### config.mk
export PLATFORM = sky130hd
export DESIGN_NAME = bmem_arbiter
export DESIGN_NICKNAME = d
export VERILOG_FILES = /design/src/rtl/bmem_arb_pkg.sv /design/src/rtl/bmem_arbiter_arb_rr2.sv /design/src/rtl/bmem_arbiter.sv
export SDC_FILE = /design/constraint.sdc
export NUM_CORES = 1
export LEC_CHECK = 0
export CORE_AREA = 2 2 399 401
export CTS_CLUSTER_SIZE = 12
export DETAILED_ROUTE_END_ITERATION = 10
export DIE_AREA = 0 0 401 403
export PLACE_DENSITY_LB_ADDON = 0.15
export SYNTH_ARGS = -nofsm -noshare
export SYNTH_HDL_FRONTEND = slang
export SYNTH_SLANG_ARGS = --single-unit
### constraint.sdc
create_clock -name clk -period 2.2 [get_ports clk]
set_input_delay 0.44 -clock clk [delete_from_list [all_inputs] [get_ports clk]]
set_output_delay 0.44 -clock clk [all_outputs]
set_load 0.01 [all_outputs]
### src/rtl/bmem_arb_pkg.sv
// Shared types and default geometry for the bmem arbiter.
package bmem_arb_pkg;

    localparam int BURST_LEN_DEF = 4;
    localparam int BEAT_W_DEF    = 64;

    typedef enum logic [2:0] {
        IDLE       = 3'd0,
        RD_ISSUE   = 3'd1,
        RD_COLLECT = 3'd2,
        WR_BURST   = 3'd3,
        RESP       = 3'd4
    } arb_state_t;

    typedef enum logic {
        SEL_I = 1'b0,
        SEL_D = 1'b1
    } arb_sel_t;

    // Cache lines are 32 bytes; bmem always sees the line base address.
    function automatic logic [31:0] line_align(input logic [31:0] addr);
        return addr & ~32'h0000_001F;
    endfunction

endpackage

### src/rtl/bmem_arbiter_arb_rr2.sv
// Two-way tie-break between instruction and data cache.
// BMEM_ARB_RR_EN defined: round-robin, last grantee loses a tie.
// BMEM_ARB_RR_EN undefined: data cache always wins a tie.
module arb_rr2
    import bmem_arb_pkg::*;
(
    input  logic     clk,
    input  logic     rst,
    input  logic     i_req,
    input  logic     d_req,
    input  logic     take,
    output logic     gnt_valid,
    output arb_sel_t gnt
);

    arb_sel_t last_q;

    assign gnt_valid = i_req | d_req;

    // Remember the most recent grantee; reset value makes the data cache win the first tie
    always_ff @(posedge clk or negedge rst) begin
        if (!rst) begin
            last_q <= SEL_I;
        end else if (take) begin
            last_q <= gnt;
        end
    end

`ifdef BMEM_ARB_RR_EN
    // Tie goes to whichever requester was not served last
    always_comb begin
        gnt = SEL_I;
        if (i_req && d_req) begin
            gnt = (last_q == SEL_D) ? SEL_I : SEL_D;
        end else if (d_req) begin
            gnt = SEL_D;
        end
    end
`else
    logic unused_last;
    assign unused_last = (last_q == SEL_D);

    // Fixed priority: data cache first
    always_comb begin
        gnt = SEL_I;
        if (d_req) begin
            gnt = SEL_D;
        end
    end
`endif

endmodule

### src/rtl/bmem_arbiter.sv
// Shares one burst memory port between the instruction and data caches.
// One bmem transaction outstanding at a time; a full line is assembled or
// streamed out before the grantee is answered.
// Tie-break policy selected by BMEM_ARB_RR_EN (see arb_rr2).
//
// state      | meaning
// -----------+---------------------------------------------------------
// IDLE       | waiting for a request, grant + latch addr/wdata
// RD_ISSUE   | bmem_read held until bmem_ready handshake
// RD_COLLECT | gathering BURST_LEN beats tagged with the latched address
// WR_BURST   | streaming write beats, advancing on bmem_ready
// RESP       | one-cycle response pulse to the grantee
module bmem_arbiter
    import bmem_arb_pkg::*;
#(
    parameter int BURST_LEN = BURST_LEN_DEF,
    parameter int BEAT_W    = BEAT_W_DEF
) (
    input  logic                        clk,
    input  logic                        rst,
    input  logic                        i_req,
    input  logic [31:0]                 i_addr,
    output logic                        i_resp,
    output logic [BURST_LEN*BEAT_W-1:0] i_rdata,
    input  logic                        d_req,
    input  logic                        d_we,
    input  logic [31:0]                 d_addr,
    input  logic [BURST_LEN*BEAT_W-1:0] d_wdata,
    output logic                        d_resp,
    output logic [BURST_LEN*BEAT_W-1:0] d_rdata,
    output logic [31:0]                 bmem_addr,
    output logic                        bmem_read,
    output logic                        bmem_write,
    output logic [BEAT_W-1:0]           bmem_wdata,
    input  logic                        bmem_ready,
    input  logic [31:0]                 bmem_raddr,
    input  logic [BEAT_W-1:0]           bmem_rdata,
    input  logic                        bmem_rvalid,
    output logic                        err
);

    localparam int               CNT_W     = $clog2(BURST_LEN);
    localparam logic [CNT_W-1:0] LAST_BEAT = CNT_W'(BURST_LEN - 1);
    localparam logic [CNT_W-1:0] CNT_ONE   = CNT_W'(1);

    arb_state_t                  state;
    arb_sel_t                    sel_q;
    arb_sel_t                    gnt;
    logic                        gnt_valid;
    logic                        take;
    logic [31:0]                 addr_q;
    logic [CNT_W-1:0]            beat_cnt;
    logic [BEAT_W-1:0]           rbeats_q [BURST_LEN];
    logic [BEAT_W-1:0]           wbeats_q [BURST_LEN];
    logic [BURST_LEN*BEAT_W-1:0] line;
    logic                        raddr_match;

    assign take = (state == IDLE) && gnt_valid;

    arb_rr2 u_arb (
        .clk       (clk),
        .rst       (rst),
        .i_req     (i_req),
        .d_req     (d_req),
        .take      (take),
        .gnt_valid (gnt_valid),
        .gnt       (gnt)
    );

    assign raddr_match = (bmem_raddr == addr_q);

    // Sequence one transaction: grant, bmem handshake, beat transfer, response
    always_ff @(posedge clk or negedge rst) begin
        if (!rst) begin
            state    <= IDLE;
            sel_q    <= SEL_D;
            addr_q   <= '0;
            beat_cnt <= '0;
            for (int k = 0; k < BURST_LEN; k++) begin
                rbeats_q[k] <= '0;
                wbeats_q[k] <= '0;
            end
        end else begin
            case (state)
                IDLE: begin
                    if (gnt_valid) begin
                        sel_q    <= gnt;
                        addr_q   <= line_align((gnt == SEL_D) ? d_addr : i_addr);
                        beat_cnt <= '0;
                        if ((gnt == SEL_D) && d_we) begin
                            for (int k = 0; k < BURST_LEN; k++) begin
                                wbeats_q[k] <= d_wdata[k*BEAT_W +: BEAT_W];
                            end
                            state <= WR_BURST;
                        end else begin
                            state <= RD_ISSUE;
                        end
                    end
                end
                RD_ISSUE: begin
                    if (bmem_ready) begin
                        state <= RD_COLLECT;
                    end
                end
                RD_COLLECT: begin
                    if (bmem_rvalid && raddr_match) begin
                        rbeats_q[beat_cnt] <= bmem_rdata;
                        beat_cnt           <= beat_cnt + CNT_ONE;
                        if (beat_cnt == LAST_BEAT) begin
                            state <= RESP;
                        end
                    end
                end
                WR_BURST: begin
                    if (bmem_ready) begin
                        beat_cnt <= beat_cnt + CNT_ONE;
                        if (beat_cnt == LAST_BEAT) begin
                            state <= RESP;
                        end
                    end
                end
                RESP: begin
                    state <= IDLE;
                end
                default: begin
                    state <= IDLE;
                end
            endcase
        end
    end

    // Sticky error for beats that do not belong to the burst in flight; IDLE ignores leftovers
    always_ff @(posedge clk or negedge rst) begin
        if (!rst) begin
            err <= 1'b0;
        end else if (bmem_rvalid && (state != IDLE) &&
                     !((state == RD_COLLECT) && raddr_match)) begin
            err <= 1'b1;
        end
    end

    // Assemble the read line, beat 0 in the least significant position
    always_comb begin
        line = '0;
        for (int k = 0; k < BURST_LEN; k++) begin
            line[k*BEAT_W +: BEAT_W] = rbeats_q[k];
        end
    end

    assign i_rdata    = line;
    assign d_rdata    = line;
    assign i_resp     = (state == RESP) && (sel_q == SEL_I);
    assign d_resp     = (state == RESP) && (sel_q == SEL_D);
    assign bmem_addr  = addr_q;
    assign bmem_read  = (state == RD_ISSUE);
    assign bmem_write = (state == WR_BURST);
    assign bmem_wdata = (state == WR_BURST) ? wbeats_q[beat_cnt] : '0;

endmodule

==> results.yml <==
status:
  outcome: "finished with violations"
  violations: "negative setup slack"
timing:
  worst_clock_skew_ns: 0.0255
  relSlewSlack_pct: 62.5
  timing.fmax_mhz: 347
  hold_violations: 0
  drv_slew: 0
  setup-violations-final: 575
  period_needed_ns: 2.88
  worst_pin_slew_ns: 0.546
  whs_ns: 0.289
  setup_ws_ns: -0.683
  fin_tns_setup_ns: -196.54
  period_share_pct: 131
  rsz0062_at_grt: "yes"
logic_synthesis:
  ys_seq_area_share_pct: 54.4
  syn_area_um2: 25100
  yosysUniqueCellTypes: 48
  synth_flop_cell: "dfrtp_1"
  ys_async_sr_fraction_pct: 100
  synth_top_area_share_pct: 54.3
  postSynthAreaPerCell_um2: 14.5
  ys_top_cells_by_area: "dfrtp_1 (54%), mux2_2 (23%), buf_4 (7.8%)"
  synth_edf_count: 0
  syn_inst: 1734
  ys_seq_elements: 546
  ys_warn_count: 0
  yosysTopAreaCell: "dfrtp_1"
critical_path:
  cp-start-kind: "register"
  cpMaxStageDelayCell: "dfrtp_4"
  cp-end-kind: "output port"
  critPathRequiredTime_ns: 1.76
  path_delay_family: "buffers and inverters"
  r2r-start: "bmem_addr[24]"
  crit_buf_inv: 5
  cp_common_cell: "buf_12"
  crit_type: "register to output port"
  cp.arrival_ns: 2.44
  critPathMaxFanout: 7
  critPathMaxStageDelay_ns: 0.48
  r2r_setup_slack_ns: -0.66
  crit_chain: "buf_12, buf_12, buf_12, buf_12, mux4_2, and3_4, buf_6"
  r2r.worst_path.cells: 11
  reg2reg_to: "d_rdata[65]"
pwr:
  ir_drop_mv: 0.548
  p_int_uw: 29700
  power.switching_uw: 12600
  power_frac_comb_pct: 36.9
  pwr-share-clk_pct: 29.1
  power.leakage_uw: 0.0200
  powerDensity_nw_per_um2: 980
  switching_share_pct: 29.8
  seqPwrFrac_pct: 34.0
cells_and_area:
  area_growth_pct: 72.2
  final_nets: 3201
  stdcell_count: 4901
  final_util_pct: 27.5
  drive_above_1_share_pct: 41.6
clocking:
  clk_pin_slew_ns: 0.05
  cts_tree: "done"
  worstSkewPairLatency_ns: 0.66
  cts_buffer_depth: 3
  numCtsBuffers: 73
  cts_sinks: 546
  cts_max_level: 3
  cts_root_buf: "clkbuf_16"
global_route:
  grt-ovfl-total: 0
  grt.total_usage_pct: 15.2
  grt_pass1_wl_um: 172000
  grt_max_degree: 61
  grt_antenna_before_repair: 33
  grt_pass1_vias: 20300
die:
  fp.dieW_um: 401
  core_area_um2: 157000
  die_h_um: 403
  dieArea_um2: 162000
  rows: 146
  initial_core_util_pct: 15.9
  ios: 1036
flow_run:
  cap_violations: 0
route:
  drt-initial-drc-count: 640
  via_per_inst: 3.82
  drc: 0
  wire_per_inst_um: 26.8
  first_pass_iters: 4
  vias: 18700
  wirelength_um: 131000
  ant_nets: 0
placement:
  place_hpwl_um: 98700
  port_buffers: 1020
  place.gp.congestion: 0.820
  dp_cells: 4645
worst_hold_path:
  min_path_type: "primary input to asynchronous set/reset pin"
==> stage by stage <==
step | setup WS (ns) | total power [uW] | area (um^2)
after floorplan | -0.0528 | 20500 | 25100
after global placement | -1.16 | 27200 | 37200
after detailed placement | -1.17 | 27500 | 37200
after CTS | -0.811 | 41400 | 41500
after global routing | -0.801 | 44600 | 43200
final | -0.683 | 42400 | 43200
==> power groups by stage <==
stage	clock network, uW	registers [uW]	logic (uW)
after detailed placement	0	14500	13000
after CTS	12800	14300	14200
after global placement	0	14400	12800
after global routing	13200	14700	16700
after floorplan	0	14000	6470
final	12300	14400	15600
==> state kept, by name, indices dropped and copies added (netlist names) <==
register and cells:
d_rdata 256, wbeats_q 256, bmem_addr 27, state 3, beat_cnt 2, err 1
sel_q 1
==> final cells by class <==
| class | instances | area (um^2) |
|---|---|---|
| fillers | 16200 | 114000 |
| repair buffers | 1313 | 14600 |
| flip-flops and latches | 546 | 13700 |
| multi-input cells | 830 | 9830 |
| well taps | 2072 | 2590 |
| clock buffers | 102 | 2110 |
| clock inverters | 26 | 378 |
| inverters | 10 | 41.3 |
| diodes | 2 | 5.00 |
==> cells in the final DEF, fill, tap and decap left out, types with 3 or more instances in the layout <==
master and count:
nor2_1 33, buf_12 70, and3_4 65, buf_16 26, nand4b_1 3, xnor2_1 3, bufinv_16 7, nor2_4 3
inv_1 7, clkdlybuf4s50_1 849, conb_1 5, clkinv_2 12, mux2_4 91, nand2_1 3, nand2_8 5, mux4_2 64
buf_4 152, nor4_1 5, buf_8 14, mux2i_1 27, clkbuf_1 13, nor4_4 3, clkbuf_16 92, buf_2 5
clkbuf_8 15, mux2_2 421, dfrtp_2 17, xor2_1 17, dfrtp_4 3, a21oi_1 28, dlymetal6s2s_1 96, buf_6 81
dfrtp_1 525, nand4_1 4, nand2b_1 6
==> routing by layer <==
metal	global-route usage [%]	part of all wire, %	vias to the layer above
met3	5.96	8.0	179
met4	3.36	2.7	56
met2	27.3	51	691
li1	-	-	8050
met1	16.8	38	9736
met5	0	0.28	-
==> how the worst max path moves through the flow <==
stage                              start              to  slack [ns]  cells after the start
after CTS                    beat_cnt[0]  bmem_wdata[36]       -0.81                      7
final                        beat_cnt[0]  bmem_wdata[34]       -0.68                      7
after global routing         beat_cnt[0]  bmem_wdata[53]       -0.80                      7
after floorplan              beat_cnt[0]   bmem_wdata[0]       -0.05                      5
after global placement    bmem_raddr[24]    d_rdata[103]       -1.16                     10
after detailed placement  bmem_raddr[24]    d_rdata[114]       -1.17                     10
==> worst register-to-register path, cell delays in order, from the launching register on <==
cell and delay, ns:
dfrtp_2 0.44, xor2_4 0.19, nor4b_4 0.32, nand4_1 0.25, buf_4 0.22, nor4_4 0.29
buf_12 0.18, buf_12 0.10, nand2_8 0.11, buf_12 0.21, buf_16 0.15, mux2_2 0.26
==> what timing repair did <==
item,4_1_cts,5_1_grt
pin swaps,37,33
hold buffers,1,0
setup buffers,48,51
setup endpoints to repair,584,743
gates resized for setup,486,324
gates cloned,25,23
hold endpoints to repair,24,0
==> cells by family after synthesis <==
| family | Yosys count | share of synthesized area, % |
|---|---|---|
| buffers and inverters | 363 | 10.2 |
| flip-flops | 546 | 54.4 |
| XOR/XNOR | 25 | 0.872 |
| AO/OA/AOI/OAI | 46 | 1.11 |
| AND/OR/NAND/NOR | 146 | 3.40 |
| multiplexers | 603 | 29.8 |
| other | 1 | 0.0149 |
| adder cells (fa/ha/maj) | 4 | 0.199 |
==> Yosys cell counts, types with 2 or more instances <==
library cell,instances
xnor2_1,4
dfrtp_1,545
mux4_2,64
inv_1,10
nor2_1,36
xor2_1,21
ha_1,4
a21oi_1,30
buf_2,28
nor4_1,8
o21ai_0,2
nor3_1,3
mux2_2,512
buf_6,24
nand2_1,5
mux2i_1,27
nand4b_1,3
o21a_1,2
and3_1,67
buf_4,261
nand2_2,4
nand4_1,4
buf_1,9
clkbuf_1,31
nand2b_1,7
No activity file was read; power rests on OpenSTA's default activity.
